[config.mk]
export PLATFORM = sky130hd
export DESIGN_NAME = map_port_arbiter
export DESIGN_NICKNAME = d
export VERILOG_FILES = /design/src/rtl/tank_pkg.sv /design/src/rtl/rr_arbiter.sv /design/src/rtl/map_port_arbiter.sv
export SDC_FILE = /design/constraint.sdc
export NUM_CORES = 1
export LEC_CHECK = 0
export CAP_MARGIN = 5
export CORE_MARGIN = 2
export CORE_UTILIZATION = 30
export DETAILED_ROUTE_END_ITERATION = 6
export GPL_TIMING_DRIVEN = 0
export PLACE_DENSITY = 0.73
export RECOVER_POWER = 100
export SLEW_MARGIN = 20
export SYNTH_ARGS = -nofsm -noshare
export SYNTH_HDL_FRONTEND = slang
export SYNTH_SLANG_ARGS = --single-unit
[constraint.sdc]
create_clock -name clk -period 7 [get_ports clk]
set_input_delay 2.1 -clock clk [delete_from_list [all_inputs] [get_ports clk]]
set_output_delay 2.1 -clock clk [all_outputs]
set_load 0.02 [all_outputs]
[src/rtl/tank_pkg.sv]
// Shared map geometry and arbiter state encoding for the tank game map port.
package tank_pkg;

  localparam int unsigned MAP_COLS = 64;
  localparam int unsigned MAP_ROWS = 44;
  localparam int unsigned ADDR_W   = 12;

  typedef enum logic {
    S_DISP,
    S_GAME
  } map_state_e;

endpackage

[src/rtl/rr_arbiter.sv]
// Round-robin picker: searches from ptr+1 (mod N) and returns a one-hot grant and its index.
module rr_arbiter #(
  parameter int unsigned N     = 3,
  parameter int unsigned IDX_W = (N > 1) ? $clog2(N) : 1
) (
  input  logic [N-1:0]     req,
  input  logic [IDX_W-1:0] ptr,
  output logic [N-1:0]     gnt,
  output logic [IDX_W-1:0] idx
);

  logic        found;
  int unsigned j;

  always_comb begin
    gnt   = '0;
    idx   = '0;
    found = 1'b0;
    j     = 0;
    for (int unsigned k = 1; k <= N; k++) begin
      j = (32'(ptr) + k) % N;
      if (!found && req[IDX_W'(j)]) begin
        found             = 1'b1;
        gnt[IDX_W'(j)]    = 1'b1;
        idx               = IDX_W'(j);
      end
    end
  end

endmodule

[src/rtl/map_port_arbiter.sv]
// Shares the single-port wall-map RAM between the display scan and N_REQ game requesters.
// The display always wins; game requesters are served round-robin when the display is idle.
module map_port_arbiter #(
  parameter int unsigned N_REQ    = 3,
  parameter int unsigned MAP_COLS = tank_pkg::MAP_COLS,
  parameter int unsigned MAP_ROWS = tank_pkg::MAP_ROWS
) (
  input  logic                             clk,
  input  logic                             rst,
  input  logic                             vga_buzy,
  input  logic [5:0]                       vga_req_x,
  input  logic [5:0]                       vga_req_y,
  output logic                             vga_is_wall,
  input  logic [N_REQ-1:0]                 req_valid,
  input  logic [N_REQ-1:0][5:0]            req_x,
  input  logic [N_REQ-1:0][5:0]            req_y,
  input  logic [N_REQ-1:0]                 req_we,
  input  logic [N_REQ-1:0]                 req_wdata,
  output logic [N_REQ-1:0]                 req_ready,
  output logic                             rsp_valid,
  output logic [1:0]                       rsp_id,
  output logic                             rsp_wall,
  output logic [tank_pkg::ADDR_W-1:0]      mem_addr,
  output logic                             mem_we,
  output logic                             mem_wdata,
  input  logic                             mem_rd_data
);
  import tank_pkg::*;

  localparam int unsigned IDX_W = (N_REQ > 1) ? $clog2(N_REQ) : 1;

  map_state_e       state_q;
  logic [IDX_W-1:0] last_grant_q;
  logic [IDX_W-1:0] gnt_idx;
  logic [N_REQ-1:0] gnt;
  logic             rd_pend_q;
  logic             rd_oob_q;
  logic [1:0]       rsp_id_q;
  logic             grant;
  logic [5:0]       sel_x;
  logic [5:0]       sel_y;
  logic             sel_we;
  logic             sel_wdata;
  logic             sel_oob;

  rr_arbiter #(
    .N     (N_REQ),
    .IDX_W (IDX_W)
  ) u_rr (
    .req (req_valid),
    .ptr (last_grant_q),
    .gnt (gnt),
    .idx (gnt_idx)
  );

  assign req_ready = (!rst && !vga_buzy) ? gnt : '0;
  assign grant     = |req_ready;

  assign sel_x     = req_x[gnt_idx];
  assign sel_y     = req_y[gnt_idx];
  assign sel_we    = req_we[gnt_idx];
  assign sel_wdata = req_wdata[gnt_idx];
  // Anything off the playable map reads as border wall and is never written.
  assign sel_oob   = (32'(sel_y) >= MAP_ROWS) || (32'(sel_x) >= MAP_COLS);

  always_comb begin
    mem_addr  = '0;
    mem_we    = 1'b0;
    mem_wdata = 1'b0;
    if (vga_buzy) begin
      mem_addr = {vga_req_y, vga_req_x};
    end else if (grant) begin
      mem_addr  = {sel_y, sel_x};
      mem_we    = sel_we & ~sel_oob;
      mem_wdata = sel_wdata;
    end
  end

  always_ff @(posedge clk) begin
    if (rst) begin
      state_q      <= S_GAME;
      last_grant_q <= IDX_W'(N_REQ - 1);
      rd_pend_q    <= 1'b0;
      rd_oob_q     <= 1'b0;
      rsp_id_q     <= 2'd0;
      vga_is_wall  <= 1'b0;
    end else begin
      state_q <= vga_buzy ? S_DISP : S_GAME;
      // RAM data now reflects last cycle's address, so only take it after a display cycle.
      if (state_q == S_DISP) begin
        vga_is_wall <= mem_rd_data;
      end
      rd_pend_q <= grant & ~sel_we;
      if (grant) begin
        last_grant_q <= gnt_idx;
        if (!sel_we) begin
          rsp_id_q <= 2'(gnt_idx);
          rd_oob_q <= sel_oob;
        end
      end
    end
  end

  // A response still in flight when reset arrives is suppressed.
  assign rsp_valid = rd_pend_q & ~rst;
  assign rsp_wall  = rsp_valid & (rd_oob_q | mem_rd_data);
  assign rsp_id    = rsp_id_q;

endmodule

==> impl.org, run 1 <==
** Layout
- Ratio of cells with drive above 1 in the final layout :: 12.8%
- Most common library cell in the layout ignoring fill and taps :: clkdlybuf4s50_1
- Leaving out filler cells and counting taps, the final layout contains 296.
- Nets :: 317
- Top library cells by usage in the layout, fill and taps aside :: 70 x clkdlybuf4s50_1, 26 x nand2_1, 17 x nor2_1
- The area growth from synthesis to layout is 96.0%.
- Number of diodes :: 0

** Clock network
- Clock input transition at the sequential cells of the worst setup and hold paths :: 50 ps
- Cell chosen for the clock root :: clkbuf_4
- CTS built an H-tree with a depth of 1.
- After clock tree synthesis, the flow added hold-fix buffers numbering 0.
- Clock tree from TritonCTS :: done
- The number of clock buffers added by TritonCTS is 3.
- Clock latency on the worst-skew pair, taken at its later pin, is 250 ps.
- Worst-case clock buffer depth :: 2
- For this design, the sink count on the clock tree is 8.

** Timing
- The hold violation count in the final report is 0.
- Hold timing on the final database bottoms out at a slack of 473 ps.
- Final setup vio count :: 0
- Crit path time final :: 6880 ps
- Static timing analysis puts the maximum clock frequency at 145 MHz.
- Pins Over Slew Limit :: 0
- The worst pin sits at a relative slew slack of 68.3%.
- For the final database, setup skew stands at 2.32 ps.
- Post-route fraction of the period consumed by the critical path :: 98.3%
- Worst-margin pin slew :: 472 ps

** Critical path
- The worst setup path is launched from a primary input.
- The cell family contributing the most delay on the critical path is buffers and inverters.
- The worst setup path is captured at an output pin.
- For the worst setup path, the data required time is 4900 ps.
- The worst setup path is of the in -> out kind.
- Startpoint of the most critical setup path :: req_valid[0]
- On the critical path, the stage with the largest delay is an instance of clkdlybuf4s50_1.
- Maximum fanout along the worst path :: 10
- Counting both buffers and inverters, the worst setup path holds a total of 3.
- The worst register-to-register path begins at last_grant_q[0].
- Maximum cell stage delay along the critical path :: 630 ps
- Sequence of cells on the critical path :: clkdlybuf4s50_1 > mux2i_1 > o21ai_0 > nand4_1 > a21boi_0 > nor3_2 > clkbuf_2 > o21ai_0 > clkdlybuf4s50_1
- STA puts the critical path data arrival time at 4780 ps.

** Placed design
- The number of placed instances, taps included, is 287.
- IO buf count :: 81
- Half-perimeter wire length after placement :: 3070 um
- Routability-driven placement finished with a final weighted congestion of 0.933.

** Power
- Summed over all cells, the static leakage comes to 0.876 nW.
- The share of total power dissipated in the clock network is 7.4%.
- Fraction of power consumed by combinational cells :: 80.3%
- Cell internal power was estimated by the tool at 0.000241 W.
- For this design the total switching power over the nets is 0.000213 W.
- Sequential cells burn 12.3% of the power.
- In this run switching power makes up 46.9% of total power.
- IR analysis of the VDD net gives a maximum drop of 0.107 mV.
- In this run the power density over the cells is 214 mW/mm^2.

** Floorplanning
- Measured along the y axis, the die boundary spans 64.1 um.
- The initial utilization of the core area, before any placement, comes to 31.9%.
- The floorplan has 21 rows.
- Horizontal extent of the die :: 64.1 um
- During I/O placement, the number of pins put on the boundary was 83.
- After floorplanning, the core was sized to cover 0.00339 sq mm.
- Die Footprint :: 0.00410 sq mm

** Drt
- Total Routed Length :: 4030 um
- The detailed router placed 1571 vias in this run.
- Using the TritonRoute via totals, the vias-per-cell ratio works out to 5.31.
- Dividing the detail-routed wire length by the instance count gives 13.6 um.
- Number of detailed-route iterations in the first pass :: 4
- Count of nets left with antenna violations after detail routing :: 0
- Initial DRC Count :: 103
- Post-route DRC :: 0

** Synthesis
- Avg Cell Area, Syn :: 6.76 sq um
- In this run, distinct cell masters in the synthesized netlist total 42.
- Async S/R FF share, synth :: 0%
- For this run, the leading register cell type out of synthesis is dfxtp_1.
- Count of flip-flops with a built-in enable after synthesis :: 0
- Summing the sequential cell areas from Yosys gives 14.8% of the chip area.
- Post-synthesis instance area :: 0.00108 sq mm
- During synthesis, Yosys emitted a total of 0 warnings.
- Counting every net in the synthesized netlist gives 225.
- Gate count after technology mapping :: 160
- After synthesis the netlist holds a flip-flop and latch count of 8.

** GRT
- The number of global-route vias before repair is 1520.
- The first global-routing pass estimated 6530 um of wire.
- For this run the aggregate overflow at the end of global routing stands at 0.
- Entering global routing, the biggest net connects 13 pins.
- Number of antenna violations at the first check in global routing :: 0
- All-layer global routing usage :: 19.2%

** Run status
- The run finished with clean final reports.

** Job
- The tool flagged a number of max-cap violations equal to 0.

** Hold path
- Hold Crit Start :: rsp_id[0]
- Worst hold path class :: reg -> reg
-- area by class of cell --
class / count / area (sq um)
buffer: 10 / 55.1
clock buffer: 3 / 22.5
tap: 46 / 57.6
sequential: 8 / 160
inverter: 5 / 18.8
multi-input combinational: 136 / 936
fill: 321 / 1270
timing repair buffer: 88 / 871
-- synthesized netlist by cell type (2+ instances only) --
cell type	count	area share, %
o21a_1	3	2.1
nor2b_1	4	2.3
nand3_1	3	1.4
ha_1	4	4.6
inv_1	5	1.7
a311oi_1	3	2.4
a31oi_1	10	5.8
nor2_1	17	5.9
nor3_1	4	1.8
o311ai_0	3	2.4
a21oi_1	4	1.8
buf_2	3	1.4
mux2i_1	7	6.5
clkbuf_1	5	1.7
o21ai_0	12	5.5
a22o_1	9	7.3
dfxtp_1	8	15
nand2b_1	3	1.7
nand3b_1	2	1.4
nand4_1	2	1.2
nor4b_1	3	2.4
nand2_1	26	9.0
-- power by group through the flow --
stage	sequential (W)	clock, W	combinational [W]
global route	0.0000571	0.0000397	0.000401
finish	0.0000562	0.0000336	0.000365
CTS	0.0000563	0.0000347	0.000346
global placement	0.0000570	0	0.000336
detailed placement	0.0000572	0	0.000337
floorplan	0.0000578	0	0.000211
-- state kept, by name, indices dropped and copies added (netlist names) --
| name | flops |
|---|---|
| last_grant_q | 2 |
| rd_pend_q | 1 |
| rd_oob_q | 1 |
| state_q | 1 |
| rsp_id | 2 |
| vga_is_wall | 1 |
-- through the flow --
step                utilization, %  total power, W  worst slack, ps  setup TNS (ps)  instance area, sq um
floorplan                        -        0.000269              574               0                  1080
global placement              57.5        0.000393             -312           -3110                  1950
detailed placement            57.5        0.000394             -357           -3440                  1950
CTS                           59.4        0.000437             9.25               0                  2010
global route                  62.6        0.000498            -94.5            -167                  2120
finish                        62.6        0.000455              120               0                  2120
-- layer usage --
layer  vias to the layer above  GRT usage [%]  wire length, um
li1                        787              -                -
met1                       718           24.7             1750
met2                        66           32.6             2000
met3                         0           5.11              279
met4                         0           2.99                0
met5                         -              0                0
-- final timing paths --
path | slack (ps) | to | cells after the start
min reg2reg | 470 | rsp_id[0] | 2
min | 470 | rsp_id[0] | 2
max | 120 | mem_addr[8] | 9
max reg2reg | 4160 | rsp_id[0] | 10
-- tightest hold or removal path: stages, from the launching register on --
cell and delay (ps):
dfxtp_1 300, o21ai_0 60, a21oi_1 60
-- cell families after synthesis --
| group | count (synthesis) | share of synthesized area (%) |
|---|---|---|
| AO/OA/AOI/OAI | 56 | 37.1 |
| adder cells (fa/ha/maj) | 4 | 4.62 |
| buffers and inverters | 16 | 6.36 |
| flip-flops | 8 | 14.8 |
| multiplexers | 8 | 7.51 |
| AND/OR/NAND/NOR | 68 | 29.6 |
-- what timing repair did --
item | 4_1_cts | 5_1_grt
gates resized for setup | 12 | 16
buffers inserted | 1 | 6
pin swaps | 3 | 4
endpoints found under the setup margin | 14 | 14
Note: power is estimated with default switching activity, not from simulation.
==> run 2: changes to the inputs <==
--- a/config.mk
+++ b/config.mk
@@ -6,10 +6,10 @@
 export NUM_CORES = 1
 export LEC_CHECK = 0
 export CAP_MARGIN = 5
+export CORE_ASPECT_RATIO = 0.5
 export CORE_MARGIN = 2
 export CORE_UTILIZATION = 30
 export DETAILED_ROUTE_END_ITERATION = 6
-export GPL_TIMING_DRIVEN = 0
 export PLACE_DENSITY = 0.73
 export RECOVER_POWER = 100
 export SLEW_MARGIN = 20
==> run 2 against run 1 <==
Against the previous run: clock power up 57%; total power up 5.9%; core utilization down 0.79 points; die area up 0.70%; largest power group unchanged.
==> impl.org, run 2 (same netlist as run 1, synthesis figures left out) <==
** Layout
- Ratio of cells with drive above 1 in the final layout :: 13.0% (+0.19 points)
- The number of diodes added for antenna fixing is 0 (unchanged).
- Most common library cell in the layout ignoring fill and taps :: clkdlybuf4s50_1
- The area growth from synthesis to layout is 97.1%.
- Final non-filler cell total :: 305 (+3.0%)
- Top library cells by usage in the layout, fill and taps aside :: 68 x clkdlybuf4s50_1, 26 x nand2_1, 19 x buf_4
- The final net count was 321 (+1.3%).

** Floorplanning
- The top-level port count came to 83 (unchanged).
- The area of the core region was 0.00345 sq mm (+1.9%).
- Die Footprint :: 0.00413 sq mm (+0.70%)
- The standard-cell row count is 15 (-29%).
- The horizontal die dimension was 88.9 um (+39%).
- Die extent in y :: 46.5 um (-27%)
- The starting density of the core came to 31.3% (-0.59 points).

** Power
- Clock Power Share :: 10.9% (+3.5 points)
- The leakage power total is 0.892 nW (+1.8%).
- The power density over the cells was 226 mW/mm^2 (+5.3%).
- The combinational share of power is 77.3% (-3.0 points).
- Net Sw Frac :: 44.3% (-2.6 points)
- Total internal power :: 0.000268 W (+11%)
- Net Switching :: 0.000214 W (+0.13%)
- Flop pwr share :: 11.7% (-0.6 points)
- Worst vdd rail ir drop :: 0.0837 mV (-22%)

** GRT
- Pin count of the biggest net entering global routing :: 15 (+2)
- All-layer global routing usage :: 20.0% (+0.78 points)
- Number of global-route vias before repair :: 1451 (-4.5%)
- The global route total overflow is 0 (unchanged).
- The global-route wire length before repair is 6470 um (-0.95%).
- The number of antenna violations at the first check in global routing came to 0 (unchanged).

** Drt
- The via density per instance was 5.17 (-2.6%).
- The number of nets with antenna violations after detailed routing came to 0 (unchanged).
- Post-route DRC :: 0 (unchanged)
- Total Routed Length :: 4230 um (+5.1%)
- Number of detailed-route iterations in the first pass :: 4 (unchanged)
- Average wire length per cell after detail routing :: 13.9 um (+2.0%)
- Via count :: 1577 (+0.38%)
- The DRC marker count from the first detailed-route iteration came to 37 (-64%).

** Clock network
- Clock tree from TritonCTS :: done
- The hold-fix buffer count after cts is 0 (unchanged).
- The number of buffers on the longest clock path came to 2 (unchanged).
- CTS sink count :: 8 (unchanged)
- The clock input transition at the sequential cells of the worst setup and hold paths came to 40 ps (about the same).
- Number of H-tree levels :: 1 (unchanged)
- CTS placed an instance of clkbuf_8 at the clock tree root.
- The number of buffers created by CTS was 3 (unchanged).
- Worst-skew pair later-pin latency :: 220 ps (-30 ps)

** Critical path
- Worst Path Required :: 4900 ps (about the same)
- Maximum fanout along the worst path :: 12 (+2)
- Cell with the largest stage delay on the worst path :: clkdlybuf4s50_1
- Crit path buffers/inverters :: 3 (unchanged)
- The data arrival time of the critical path was 4760 ps (-20 ps).
- The critical path goes through clkdlybuf4s50_1 > nand2b_1 > mux2_2 > a31oi_1 > nor4_2 > or3_1 > buf_4 > a22o_1 > clkdlybuf4s50_1.
- The most numerous cell type found on the critical path is clkdlybuf4s50_1.
- Maximum cell stage delay along the critical path :: 570 ps (-60 ps)
- The worst setup path is captured at an output pin.
- The worst setup path is of the in -> out kind.
- The worst setup path is launched from a primary input.
- Grouping stages by cell kind, the critical path spends the most delay in buffers and inverters.

** Timing
- The final hold slack is 473 ps (-0.132 ps).
- The worst relative slew slack is 73.2% (+4.8 points).
- The measured slew at the worst slew-check pin was 403 ps (-69.6 ps).
- Clk_skew :: 0.253 ps (-2.07 ps)
- The final count of negative-setup-slack endpoints was 0 (unchanged).
- Post-route fraction of the period consumed by the critical path :: 98.0% (-0.26 points)
- Setup repair after global routing left no endpoint under its margin.
- Crit path time final :: 6860 ps (-18.5 ps)
- Number of hold violations in the final report :: 0 (unchanged)
- Max Clock Freq :: 146 MHz (+0.27%)
- Pins Over Slew Limit :: 0 (unchanged)

** Job
- The number of violations of the max-capacitance limit came to 0 (unchanged).

** Placed design
- The count of input and output buffers came to 82 (+1.2%).
- Half-perimeter wire length after placement :: 3530 um (+15%)
- The final weighted congestion in routability-driven placement came to 0.919 (-1.5%).
- The number of placed cells counting well taps is 301 (+4.9%).

** Hold path
- Worst hold path class :: reg -> reg

** Run status
- The flow ran to the end, and the final reports show no timing, DRC or antenna violations.
-- run 2: cell types whose count changed in the layout (fill, tap and decap cells not counted), moves of 2 or more --
cell	before	now
buf_2	2	0
clkbuf_4	5	0
dlygate4sd3_1	5	8
mux2i_2	0	4
clkbuf_2	3	0
mux2i_4	3	0
clkdlybuf4s50_1	70	68
buf_4	8	19
clkbuf_8	0	3
-- run 2: layer usage --
| metal | GRT usage [%] | vias to the layer above | part of all wire [%] |
|---|---|---|---|
| met5 | 0 | - | 0 |
| met4 | 2.69 | 0 | 0.57 |
| met3 | 1.61 | 2 | 4.8 |
| met2 | 37.3 | 43 | 50 |
| met1 | 26.3 | 741 | 44 |
| li1 | - | 791 | - |
-- run 2: power by group through the flow --
stage               sequential (W)  combinational (W)   clock, W
finish                   0.0000565           0.000373  0.0000527
global route             0.0000573           0.000402  0.0000583
global placement         0.0000569           0.000369          0
CTS                      0.0000566           0.000381  0.0000540
floorplan                0.0000578           0.000211          0
detailed placement       0.0000575           0.000374          0
-- run 2: layout make-up --
cell class / instances / area [sq um]
repair buffers: 102 / 961
inverters: 5 / 18.8
well taps: 51 / 63.8
flip-flops and latches: 8 / 160
clock buffers: 3 / 41.3
fillers: 331 / 1320
multi-input cells: 136 / 888
-- run 2: repair_timing --
action	4_1_cts	5_1_grt
endpoints found under the setup margin	1	13
pin swaps	2	0
buffers inserted	1	0
resized for setup	5	11
-- run 2: through the flow --
step	utilization, %	setup TNS, ps	total power, W	cell area (sq um)	setup slack [ps]
after floorplan	-	0	0.000269	1080	574
after global placement	60.0	-2.29	0.000426	2070	-2.29
after detailed placement	60.0	-95.9	0.000431	2070	-95.9
after CTS	61.7	0	0.000492	2130	93.4
after global routing	61.8	0	0.000517	2130	5.32
final	61.8	0	0.000482	2130	138
-- run 2: final timing paths --
kind | startpoint | endpoint | slack [ps] | cells after the start
hold / removal | rsp_id[0] | rsp_id[0] | 470 | 2
hold reg to reg | rsp_id[0] | rsp_id[0] | 470 | 2
setup reg to reg | last_grant_q[0] | rsp_id[0] | 3900 | 11
setup / recovery | req_valid[2] | mem_addr[2] | 140 | 9
-- run 2: worst reg2reg max path: stages, from the launching register on --
cell and delay, ps:
dfxtp_1 370, inv_1 80, ha_1 470, nor2b_1 210
o211ai_1 270, o31a_1 330, buf_4 240, nor4b_1 80
a311o_1 290, buf_4 160, or4_1 400, a21oi_1 120
==> run 3: changes to the inputs <==
==> constraint.sdc (replaced) <==
create_clock -name clk -period 7 [get_ports clk]
set_input_delay 2.1 -clock clk [delete_from_list [all_inputs] [get_ports clk]]
set_output_delay 2.1 -clock clk [all_outputs]
set_load 0.05 [all_outputs]
==> run 3 against run 2 <==
Against the previous run: combinational power increased by 4%; total power increased by 3.6%; highest routed layer unchanged; final cell count decreased by 3.6%; die area unchanged; largest power group unchanged; sequential power about the same; sequential share of layout area increased by 0.48 points; via count decreased by 2.6%; clock-buffer cell count unchanged; worst setup slack improved by 71 ps; wire length decreased by 4.6%; critical path depth unchanged; sequential cell count unchanged.
==> impl.org, run 3 (same netlist as run 1, synthesis figures left out) <==
** Run status
- The flow ran to the end, and the final reports show no timing, DRC or antenna violations.

** GRT
- Number of global-route vias before repair :: 1447 (-0.28%)
- First-pass GRT wire length :: 6410 um (-0.85%)
- The global route total overflow was 0 (unchanged).
- All-layer global routing usage :: 19.9% (-0.070 points)
- The largest net degree at the start of global routing came to 15 (unchanged).
- The number of antenna violations at the first check in global routing was 0 (unchanged).

** Hold path
- In this run the worst hold path is classified as reg -> reg.
- The number of cells traversed by the worst hold path came to 2 (unchanged).

** Critical path
- The data arrival time of the critical path came to 4690 ps (-70 ps).
- Maximum fanout along the worst path :: 14 (+2)
- The critical path starts at req_valid[2].
- STA classifies the critical path startpoint as a primary input.
- End of the critical path :: mem_we
- Worst reg2reg path endpoint :: rsp_id[0]
- The internal reg-to-reg setup slack is 3990 ps (+90 ps).
- The critical path required time was 4900 ps (about the same).
- The startpoint identified for the worst register-to-register timing path is last_grant_q[0].
- STA classifies the critical path endpoint as an output pin.
- The worst setup path is of the in -> out kind.
- Depth of the worst register-to-register path :: 8 (-3)

** Clock network
- The setup fix buffers added after clock tree synthesis was 0 (-1).
- Worst-skew pair later-pin latency :: 230 ps (about the same)
- The number of gates resized after CTS is 0 (-5).
- Hold-fix buffer count after cts :: 0 (unchanged)
- The root buffer cell chosen for the clock tree is clkbuf_8.
- The number of buffers on the longest clock path is 2 (unchanged).
- Number of H-tree levels :: 1 (unchanged)
- Clock tree from TritonCTS :: done
- CTS sink count :: 8 (unchanged)
- The clock input transition at the sequential cells of the worst setup and hold paths was 40 ps (about the same).
- The number of buffers created by CTS came to 3 (unchanged).

** Power
- The leakage power total was 0.856 nW (-4.1%).
- PwrDens :: 249 mW/mm^2 (+10%)
- The worst ir drop on vdd was 0.0966 mV (+15%).

** Placed design
- Placed Instances :: 291 (-3.3%)
- IO buf count :: 82 (unchanged)
- The placed instance area is 0.00214 sq mm (+3.1%).
- Half-perimeter wire length after placement :: 3320 um (-6.0%)
- Setup WS pre-CTS :: 246 ps (+342 ps)
- RD Place Congestion :: 0.858 (-6.6%)

** Timing
- RSZ-0062 raised after global routing :: no
- The final number of max-transition violations came to 0 (unchanged).
- The clock period minus final worst setup slack is 6790 ps (-71.3 ps).
- Setup slack of the critical path after layout :: 210 ps (+71.3 ps)
- The worst relative slew slack was 59.4% (-14 points).
- Post-route fraction of the period consumed by the critical path :: 97.0% (-1.0 points)
- Clk_skew :: 2.59 ps (+2.34 ps)
- The measured slew at the worst slew-check pin came to 605 ps (+202 ps).
- The hold violation count in the final report is 0 (unchanged).
- The final count of negative-setup-slack endpoints came to 0 (unchanged).
- The achievable clock frequency came to 147 MHz (+1.0%).

** Floorplanning
- The horizontal die dimension was 88.9 um (unchanged).
- Number of placement rows :: 15 (unchanged)
- Initial core utilization :: 31.3% (unchanged)
- Die Footprint :: 0.00413 sq mm (unchanged)
- The overall die height came to 46.5 um (unchanged).
- The top-level port count was 83 (unchanged).
- Core Box Area :: 0.00345 sq mm (unchanged)

** Drt
- The remaining routing DRC violations came to 0 (unchanged).
- Count of nets left with antenna violations after detail routing :: 0 (unchanged)
- Total Routed Length :: 4040 um (-4.6%)
- The via density per instance was 5.22 (+1.0%).
- Average wire length per cell after detail routing :: 13.7 um (-1.0%)
- Initial DRC Count :: 58 (+57%)
- Number of detailed-route iterations in the first pass :: 4 (unchanged)
- Via count :: 1536 (-2.6%)

** Layout
- The final net count came to 310 (-3.4%).
- Top library cells by usage in the layout, fill and taps aside :: 59 x clkdlybuf4s50_1, 26 x nand2_1, 17 x nor2_1
- Final design area excluding fillers :: 0.00201 sq mm (-6.0%)
- Leaving out fill and tap cells, the most frequent cell in the layout is clkdlybuf4s50_1.
- The flip-flop and latch area is 160 sq um (unchanged).
- Final non-filler cell total :: 294 (-3.6%)
- The number of diodes added for antenna fixing was 0 (unchanged).
- Area growth syn-to-layout :: 85.3%
- The multi-input combinational cell area is 860 sq um (-3.2%).
- The share of final-layout standard cells stronger than drive strength 1 came to 11.1% (-1.9 points).
- The fill cell instance count of the final layout is 335 (+1.2%).

** Job
- The number of violations of the max-capacitance limit is 0 (unchanged).
run 3: per-stage QoR:
step / TNS [ps] / hold slack [ps] / total power, W / util [%]
2_1_floorplan: -474 / 467 / 0.000326 / -
3_3_place_gp: 0 / 469 / 0.000500 / 61.9
3_5_place_dp: 0 / 469 / 0.000504 / 61.9
4_1_cts: 0 / 475 / 0.000562 / 63.1
5_1_grt: 0 / 491 / 0.000535 / 58.1
6_report: 0 / 468 / 0.000499 / 58.1
run 3: critical path, stage by stage:
cell and delay (ps):
clkdlybuf4s50_1 480, mux2i_1 310, o21ai_0 250, o31a_1 420, buf_4 210, a311oi_1 320
o221a_2 260, o211a_1 140, buf_4 190
run 3: cell type report:
class / instances / share of cell area [%]
clock buffers: 3 / 2.06
flip-flops and latches: 8 / 7.99
repair buffers: 91 / 43.0
well taps: 51 / 3.18
inverters: 5 / 0.936
multi-input cells: 136 / 42.9
run 3: power breakdown:
| group | internal (W) | switching [W] | total (W) |
|---|---|---|---|
| combinational | 0.000150 | 0.000237 | 0.000387 |
| sequential | 0.0000527 | 0.00000353 | 0.0000562 |
| clock | 0.0000373 | 0.0000184 | 0.0000557 |
| total | 0.000240 | 0.000259 | 0.000499 |
run 3: how the worst min path moves through the flow:
stage | endpoint | from | slack [ps]
after global routing | rsp_id[1] | rsp_id[1] | 490
after floorplan | vga_is_wall | state_q | 470
after global placement | rsp_id[1] | rsp_id[1] | 470
after detailed placement | rsp_id[1] | rsp_id[1] | 470
final | rsp_id[0] | rsp_id[0] | 470
after CTS | rsp_id[0] | rsp_id[0] | 470
run 3: layer usage:
metal	GRT usage, %	vias up	routed length, um
li1	-	771	-
met1	24.3	697	1720
met2	35.4	64	1920
met3	6.09	4	356
met4	4.18	0	34
met5	0	-	0
